`config.mk`:
```
export PLATFORM = sky130hd
export DESIGN_NAME = vga_mem_arbiter
export DESIGN_NICKNAME = d
export VERILOG_FILES = /design/src/rtl/vga_mem_arbiter.sv
export SDC_FILE = /design/constraint.sdc
export NUM_CORES = 1
export LEC_CHECK = 0
export CAP_MARGIN = 5
export CORE_MARGIN = 5
export CORE_UTILIZATION = 40
export CTS_CLUSTER_DIAMETER = 50
export CTS_CLUSTER_SIZE = 20
export DETAILED_ROUTE_END_ITERATION = 7
export HOLD_SLACK_MARGIN = 0.15
export PLACE_DENSITY_LB_ADDON = 0.25
export RECOVER_POWER = 25
export SYNTH_ARGS = -nofsm -noshare
export SYNTH_HDL_FRONTEND = slang
export SYNTH_SLANG_ARGS = --single-unit
export TNS_END_PERCENT = 100
```
`constraint.sdc`:
```
create_clock -name Clock -period 2.4 [get_ports Clock]
set_input_delay 0.48 -clock Clock [delete_from_list [all_inputs] [get_ports Clock]]
set_output_delay 0.48 -clock Clock [all_outputs]
set_load 0.02 [all_outputs]
```
`src/rtl/vga_mem_arbiter.sv`:
```
// vga_mem_arbiter: single-port frame-buffer arbiter. Scanout reads always win; CPU writes queue in a small FIFO.
// Latency: video address -> oMemAddr 1 cycle, -> oPixel 2 cycles; CPU write -> memory at least 2 cycles.
// Backpressure: oWrReady drops while DEPTH writes are buffered; queued writes drain only during blanking.
module vga_mem_arbiter #(
  parameter int ADDR_W = 16,
  parameter int DATA_W = 8,
  parameter int DEPTH  = 4
) (
  input  logic                     Clock,
  input  logic                     Reset,
  input  logic                     iDisplayActive,
  input  logic [ADDR_W-1:0]        iVideoAddr,
  input  logic                     iWrReq,
  input  logic [ADDR_W-1:0]        iWrAddr,
  input  logic [DATA_W-1:0]        iWrData,
  output logic                     oWrReady,
  output logic [ADDR_W-1:0]        oMemAddr,
  output logic [DATA_W-1:0]        oMemData,
  output logic                     oMemWe,
  input  logic [DATA_W-1:0]        iMemRdData,
  output logic [DATA_W-1:0]        oPixel,
  output logic                     oPixelValid,
  output logic [$clog2(DEPTH):0]   oPending
);

  // DEPTH must be a power of two, at least 2, so the pointers wrap naturally.
  localparam int PTR_W = $clog2(DEPTH);
  localparam int CNT_W = PTR_W + 1;

  typedef enum logic [1:0] {
    ST_IDLE  = 2'd0,
    ST_VIDEO = 2'd1,
    ST_DRAIN = 2'd2
  } state_t;

  state_t            r_state;
  state_t            w_next;

  logic [ADDR_W-1:0] r_fifo_addr [DEPTH];
  logic [DATA_W-1:0] r_fifo_data [DEPTH];
  logic [PTR_W-1:0]  r_wr_ptr;
  logic [PTR_W-1:0]  r_rd_ptr;
  logic [CNT_W-1:0]  r_count;

  logic              w_wr_ready;
  logic              w_push;
  logic              w_pop;
  logic              w_video;

  logic [ADDR_W-1:0] r_mem_addr;
  logic [DATA_W-1:0] r_mem_data;
  logic              r_mem_we;
  logic              r_video_acc;
  logic              r_pix_vld;

  assign w_wr_ready  = (r_count < CNT_W'(DEPTH));
  assign w_push      = iWrReq && w_wr_ready;

  assign oWrReady    = w_wr_ready;
  assign oPending    = r_count;
  assign oMemAddr    = r_mem_addr;
  assign oMemData    = r_mem_data;
  assign oMemWe      = r_mem_we;
  assign oPixel      = iMemRdData;
  assign oPixelValid = r_pix_vld;

  // State register.
  always_ff @(posedge Clock or posedge Reset) begin
    if (Reset) begin
      r_state <= ST_IDLE;
    end else begin
      r_state <= w_next;
    end
  end

  // Next state and access selection. Video takes the memory the moment iDisplayActive is seen;
  // a drain write is issued only once the machine is already in DRAIN, so a write landing in an
  // empty FIFO always spends one full cycle buffered before it is popped.
  always_comb begin
    w_next  = r_state;
    w_video = 1'b0;
    w_pop   = 1'b0;
    if (iDisplayActive) begin
      w_next = ST_VIDEO;
    end else if (r_count != '0) begin
      w_next = ST_DRAIN;
    end else begin
      w_next = ST_IDLE;
    end
    w_video = (w_next == ST_VIDEO);
    // next==DRAIN implies a non-empty FIFO, so the pop can never underflow.
    w_pop   = (w_next == ST_DRAIN) && (r_state == ST_DRAIN);
  end

  // FIFO storage; data slots need no reset because the pointers and count define validity.
  always_ff @(posedge Clock) begin
    if (w_push) begin
      r_fifo_addr[r_wr_ptr] <= iWrAddr;
      r_fifo_data[r_wr_ptr] <= iWrData;
    end
  end

  // FIFO pointers and occupancy; a push and pop in the same cycle leave the count unchanged.
  always_ff @(posedge Clock or posedge Reset) begin
    if (Reset) begin
      r_wr_ptr <= '0;
      r_rd_ptr <= '0;
      r_count  <= '0;
    end else begin
      if (w_push) begin
        r_wr_ptr <= r_wr_ptr + PTR_W'(1);
      end
      if (w_pop) begin
        r_rd_ptr <= r_rd_ptr + PTR_W'(1);
      end
      case ({w_push, w_pop})
        2'b10:   r_count <= r_count + CNT_W'(1);
        2'b01:   r_count <= r_count - CNT_W'(1);
        default: r_count <= r_count;
      endcase
    end
  end

  // Memory port: one registered access per cycle; address/data hold when idle.
  always_ff @(posedge Clock or posedge Reset) begin
    if (Reset) begin
      r_mem_addr <= '0;
      r_mem_data <= '0;
      r_mem_we   <= 1'b0;
    end else if (w_video) begin
      r_mem_addr <= iVideoAddr;
      r_mem_we   <= 1'b0;
    end else if (w_pop) begin
      r_mem_addr <= r_fifo_addr[r_rd_ptr];
      r_mem_data <= r_fifo_data[r_rd_ptr];
      r_mem_we   <= 1'b1;
    end else begin
      r_mem_we   <= 1'b0;
    end
  end

  // Pixel valid tracks a video read one cycle later, matching the RAM read latency.
  always_ff @(posedge Clock or posedge Reset) begin
    if (Reset) begin
      r_video_acc <= 1'b0;
      r_pix_vld   <= 1'b0;
    end else begin
      r_video_acc <= w_video;
      r_pix_vld   <= r_video_acc;
    end
  end

endmodule

```
==> metrics.txt <==
slack of the worst reg-to-reg path=0.30 ns; Max Buffers Root-to-Sink=2; die extent in x=123.9 µm; final routed wire length divided by cell count=17.69 µm; Worst Setup End Kind=flop; sinks on the clock net=132; number of distinct standard cells referenced by the synthesized netlist=27; starting density of the core=40.97%; vias per cell=4.834; synthesized net count=347; shortest period the worst path allows=2.103 ns; Total Wirelength=9905 µm; pin count of the biggest net entering global routing=37; required arrival time at the worst endpoint=2.69 ns; remaining antenna violation count after routing=0; Max-Slew Margin vs Limit=38.69%; cell depth of the worst min-delay path=0; remaining global-route overflow=0; global router's overall resource usage=14.02%; placement row count=41; total via count in the routed design=2707; Mapped Avg Cell Area=17.96 µm²; final-report setup violation count=0; floorplan die area=15360 µm²; Cell Count, Final, Fillers Out=560; iteration count of the initial detailed-routing pass=4; leading cell type in the layout, fill and taps excluded=sky130_fd_sc_hd__edfxtp_1; HPWL after DPL=6754 µm; GP Congestion=0.7009; number of input and output port buffers inserted=73; Worst Tran Pin Value=0.9197 ns; latest clock arrival within the worst-skew pair=0.40 ns; CTS root buffer=sky130_fd_sc_hd__clkbuf_16; vertical extent of the die=123.9 µm; Area growth syn-to-layout=30.18%; first-pass GRT wire length=15810 µm; number of buffers added by the clock tree synthesis step=17; highest-count cells in the layout ignoring fill and taps=sky130_fd_sc_hd__edfxtp_1, sky130_fd_sc_hd__clkdlybuf4s50_1, sky130_fd_sc_hd__dfrtp_1; cts repair resizes=0; CTS tree=yes; antenna cell count=0; H-tree levels=4; Synth warnings=0; Min-Delay Path Class=flop to flop; maximum net fanout on the critical path=10; setup_tns=0 ns; Top Ports=90; Worst R2R Start=oPending[0]$_DFFE_PP0P_; layout cell share with drive strength beyond 1=21.65%; Placeable Area=12670 µm²; total power divided by cell area=1150 nW/µm²; Worst R2R End=oPending[2]$_DFFE_PP0P_; slowest library cell on the worst path=sky130_fd_sc_hd__or3_1; unrepaired setup endpoints after global routing=no; placed cell count=528; vias in the first global route=2898; worst hold path endpoint=oPixelValid$_DFF_PP0_; Worst Skew=0.005232 ns; r2r worst-path depth=8; max-slew violation total from the final report=0; post-synthesis instance total=289; Setup CP Type=flop to flop; share of the clock period used by the worst path after layout=87.64%; worst hold start=r_video_acc$_DFF_PP0_; drt initial violations=183; fmax=475.4 MHz; static leakage=2.462 nW; outcome=complete, no violations; number of antenna violations at the first check in global routing=0; Post-Synthesis Cell Area=5191 µm²; max cap viols=0; fin nets=433; Worst-path clk slew=0.06 ns; category of the worst setup path launch point=flop; IR Drop Worst-Case VDD=0.6689 mV; post-route DRC violation count=0; postcts setup bufs=0; final hold vios=0; quantity of hold-fixing buffers added after cts=0; Cell Chain, Critical Path=or3_1 -> and2_1 -> ha_1 -> inv_1 -> fa_1 -> xor2_1 -> nor2_1 -> xnor2_1; Synth Register Bits=132; biggest cell delay along the critical path=0.58 ns; portion of the post-synthesis area used by sequential elements=72.89%; Critical Path AT=2.39 ns
[flip-flops by register name (all words and copies together), names as in the netlist]
name	cells
r_fifo_addr	64
r_fifo_data	32
oMemAddr	16
oMemData	8
oPending	3
r_rd_ptr	2
r_state	2
r_wr_ptr	2
oMemWe	1
oPixelValid	1
r_video_acc	1
[worst max-delay path: cells and delay by family, from the launching register on]
family / cells / cell delay, ns
xor gates and xnor gates: 2 / 0.27
adders and majority gates: 2 / 0.36
DFF: 1 / 0.42
buffers and inverters: 1 / 0.07
and+or+nand+nor: 3 / 0.86
[area by class of cell]
| type | count | area, µm² |
|---|---|---|
| Multi-Input combinational cell | 106 | 1155 |
| Clock inverter | 15 | 180.2 |
| Timing Repair Buffer | 93 | 903.4 |
| Fill cell | 1016 | 5913 |
| Clock buffer | 17 | 425.4 |
| Sequential cell | 132 | 3785 |
| Tap cell | 172 | 215.2 |
| Inverter | 25 | 93.84 |
[cell usage after synthesis]
cell | count | area [µm²]
sky130_fd_sc_hd__or3_1 | 1 | 6.260
sky130_fd_sc_hd__mux2_2 | 6 | 67.56
sky130_fd_sc_hd__a221oi_1 | 1 | 8.760
sky130_fd_sc_hd__nor2_1 | 1 | 3.750
sky130_fd_sc_hd__nor3b_4 | 1 | 18.77
sky130_fd_sc_hd__nand3_1 | 16 | 80.08
sky130_fd_sc_hd__buf_1 | 1 | 3.750
sky130_fd_sc_hd__o21ai_0 | 1 | 5.000
sky130_fd_sc_hd__mux2_4 | 2 | 30.03
sky130_fd_sc_hd__ha_1 | 5 | 62.56
sky130_fd_sc_hd__mux4_2 | 24 | 540.5
sky130_fd_sc_hd__clkbuf_1 | 8 | 30.03
sky130_fd_sc_hd__mux2i_1 | 1 | 10.01
sky130_fd_sc_hd__xor2_1 | 2 | 17.52
sky130_fd_sc_hd__edfxtp_1 | 96 | 2883
sky130_fd_sc_hd__nand2_1 | 16 | 60.06
sky130_fd_sc_hd__a211oi_1 | 1 | 7.510
sky130_fd_sc_hd__nor2b_1 | 2 | 12.51
sky130_fd_sc_hd__buf_4 | 11 | 82.58
sky130_fd_sc_hd__fa_1 | 1 | 20.02
sky130_fd_sc_hd__and2_1 | 6 | 37.54
sky130_fd_sc_hd__dfrtp_1 | 36 | 900.9
sky130_fd_sc_hd__xnor2_1 | 4 | 35.03
sky130_fd_sc_hd__buf_6 | 2 | 22.52
sky130_fd_sc_hd__buf_2 | 4 | 20.02
sky130_fd_sc_hd__inv_1 | 25 | 93.84
sky130_fd_sc_hd__o311ai_1 | 15 | 131.4
[report_power, final]
part           internal (mW)  switching, mW
Combinational           1.08          0.963
Sequential              2.90          0.240
Clock                   1.64          0.955
Total                   5.62           2.16
[metrics by stage]
step | area [µm²] | setup WS (ns) | hold WS [ns] | power (mW) | utilization (%)
5_1_grt | 6758 | 0.1868 | 0.3559 | 8.158 | 53.33
4_1_cts | 6773 | 0.2698 | 0.3501 | 7.883 | 53.45
6_report | 6758 | 0.2967 | 0.3474 | 7.775 | 53.33
3_3_place_gp | 6167 | 0.06187 | 0.3330 | 5.248 | 48.67
2_1_floorplan | 5192 | 0.06215 | 0.3312 | 4.423 | -
3_5_place_dp | 6167 | 0.02309 | 0.3371 | 5.280 | 48.67
[logic make-up after synthesis]
kind of cell	count (synthesis)	synth area share (%)
mux	33	12.48
xor+xnor	6	1.012
buf+inv	51	4.869
simple gates	43	4.218
flops	132	72.88
compound gates	18	2.941
fa+ha+maj	6	1.591
[routing by layer]
layer / vias to the layer above / track usage [%] / wire length [µm]
li1: 1258 / - / -
met2: 58 / 23.99 / 5251
met5: - / 0 / 0
met4: 0 / 4.312 / 114
met1: 1380 / 17.89 / 4128
met3: 11 / 3.179 / 410
[how the worst max path moves through the flow]
stage	end	from	slack [ns]	cells after the start
2_1_floorplan	oPending[2]$_DFFE_PP0P_	iDisplayActive	0.06	10
3_3_place_gp	oPending[2]$_DFFE_PP0P_	iDisplayActive	0.06	9
3_5_place_dp	oPending[2]$_DFFE_PP0P_	iDisplayActive	0.02	9
4_1_cts	oPending[2]$_DFFE_PP0P_	oPending[0]$_DFFE_PP0P_	0.27	8
5_1_grt	oPending[2]$_DFFE_PP0P_	oPending[0]$_DFFE_PP0P_	0.19	8
6_report	oPending[2]$_DFFE_PP0P_	oPending[0]$_DFFE_PP0P_	0.30	8
No activity file was read; power rests on OpenSTA's default activity.
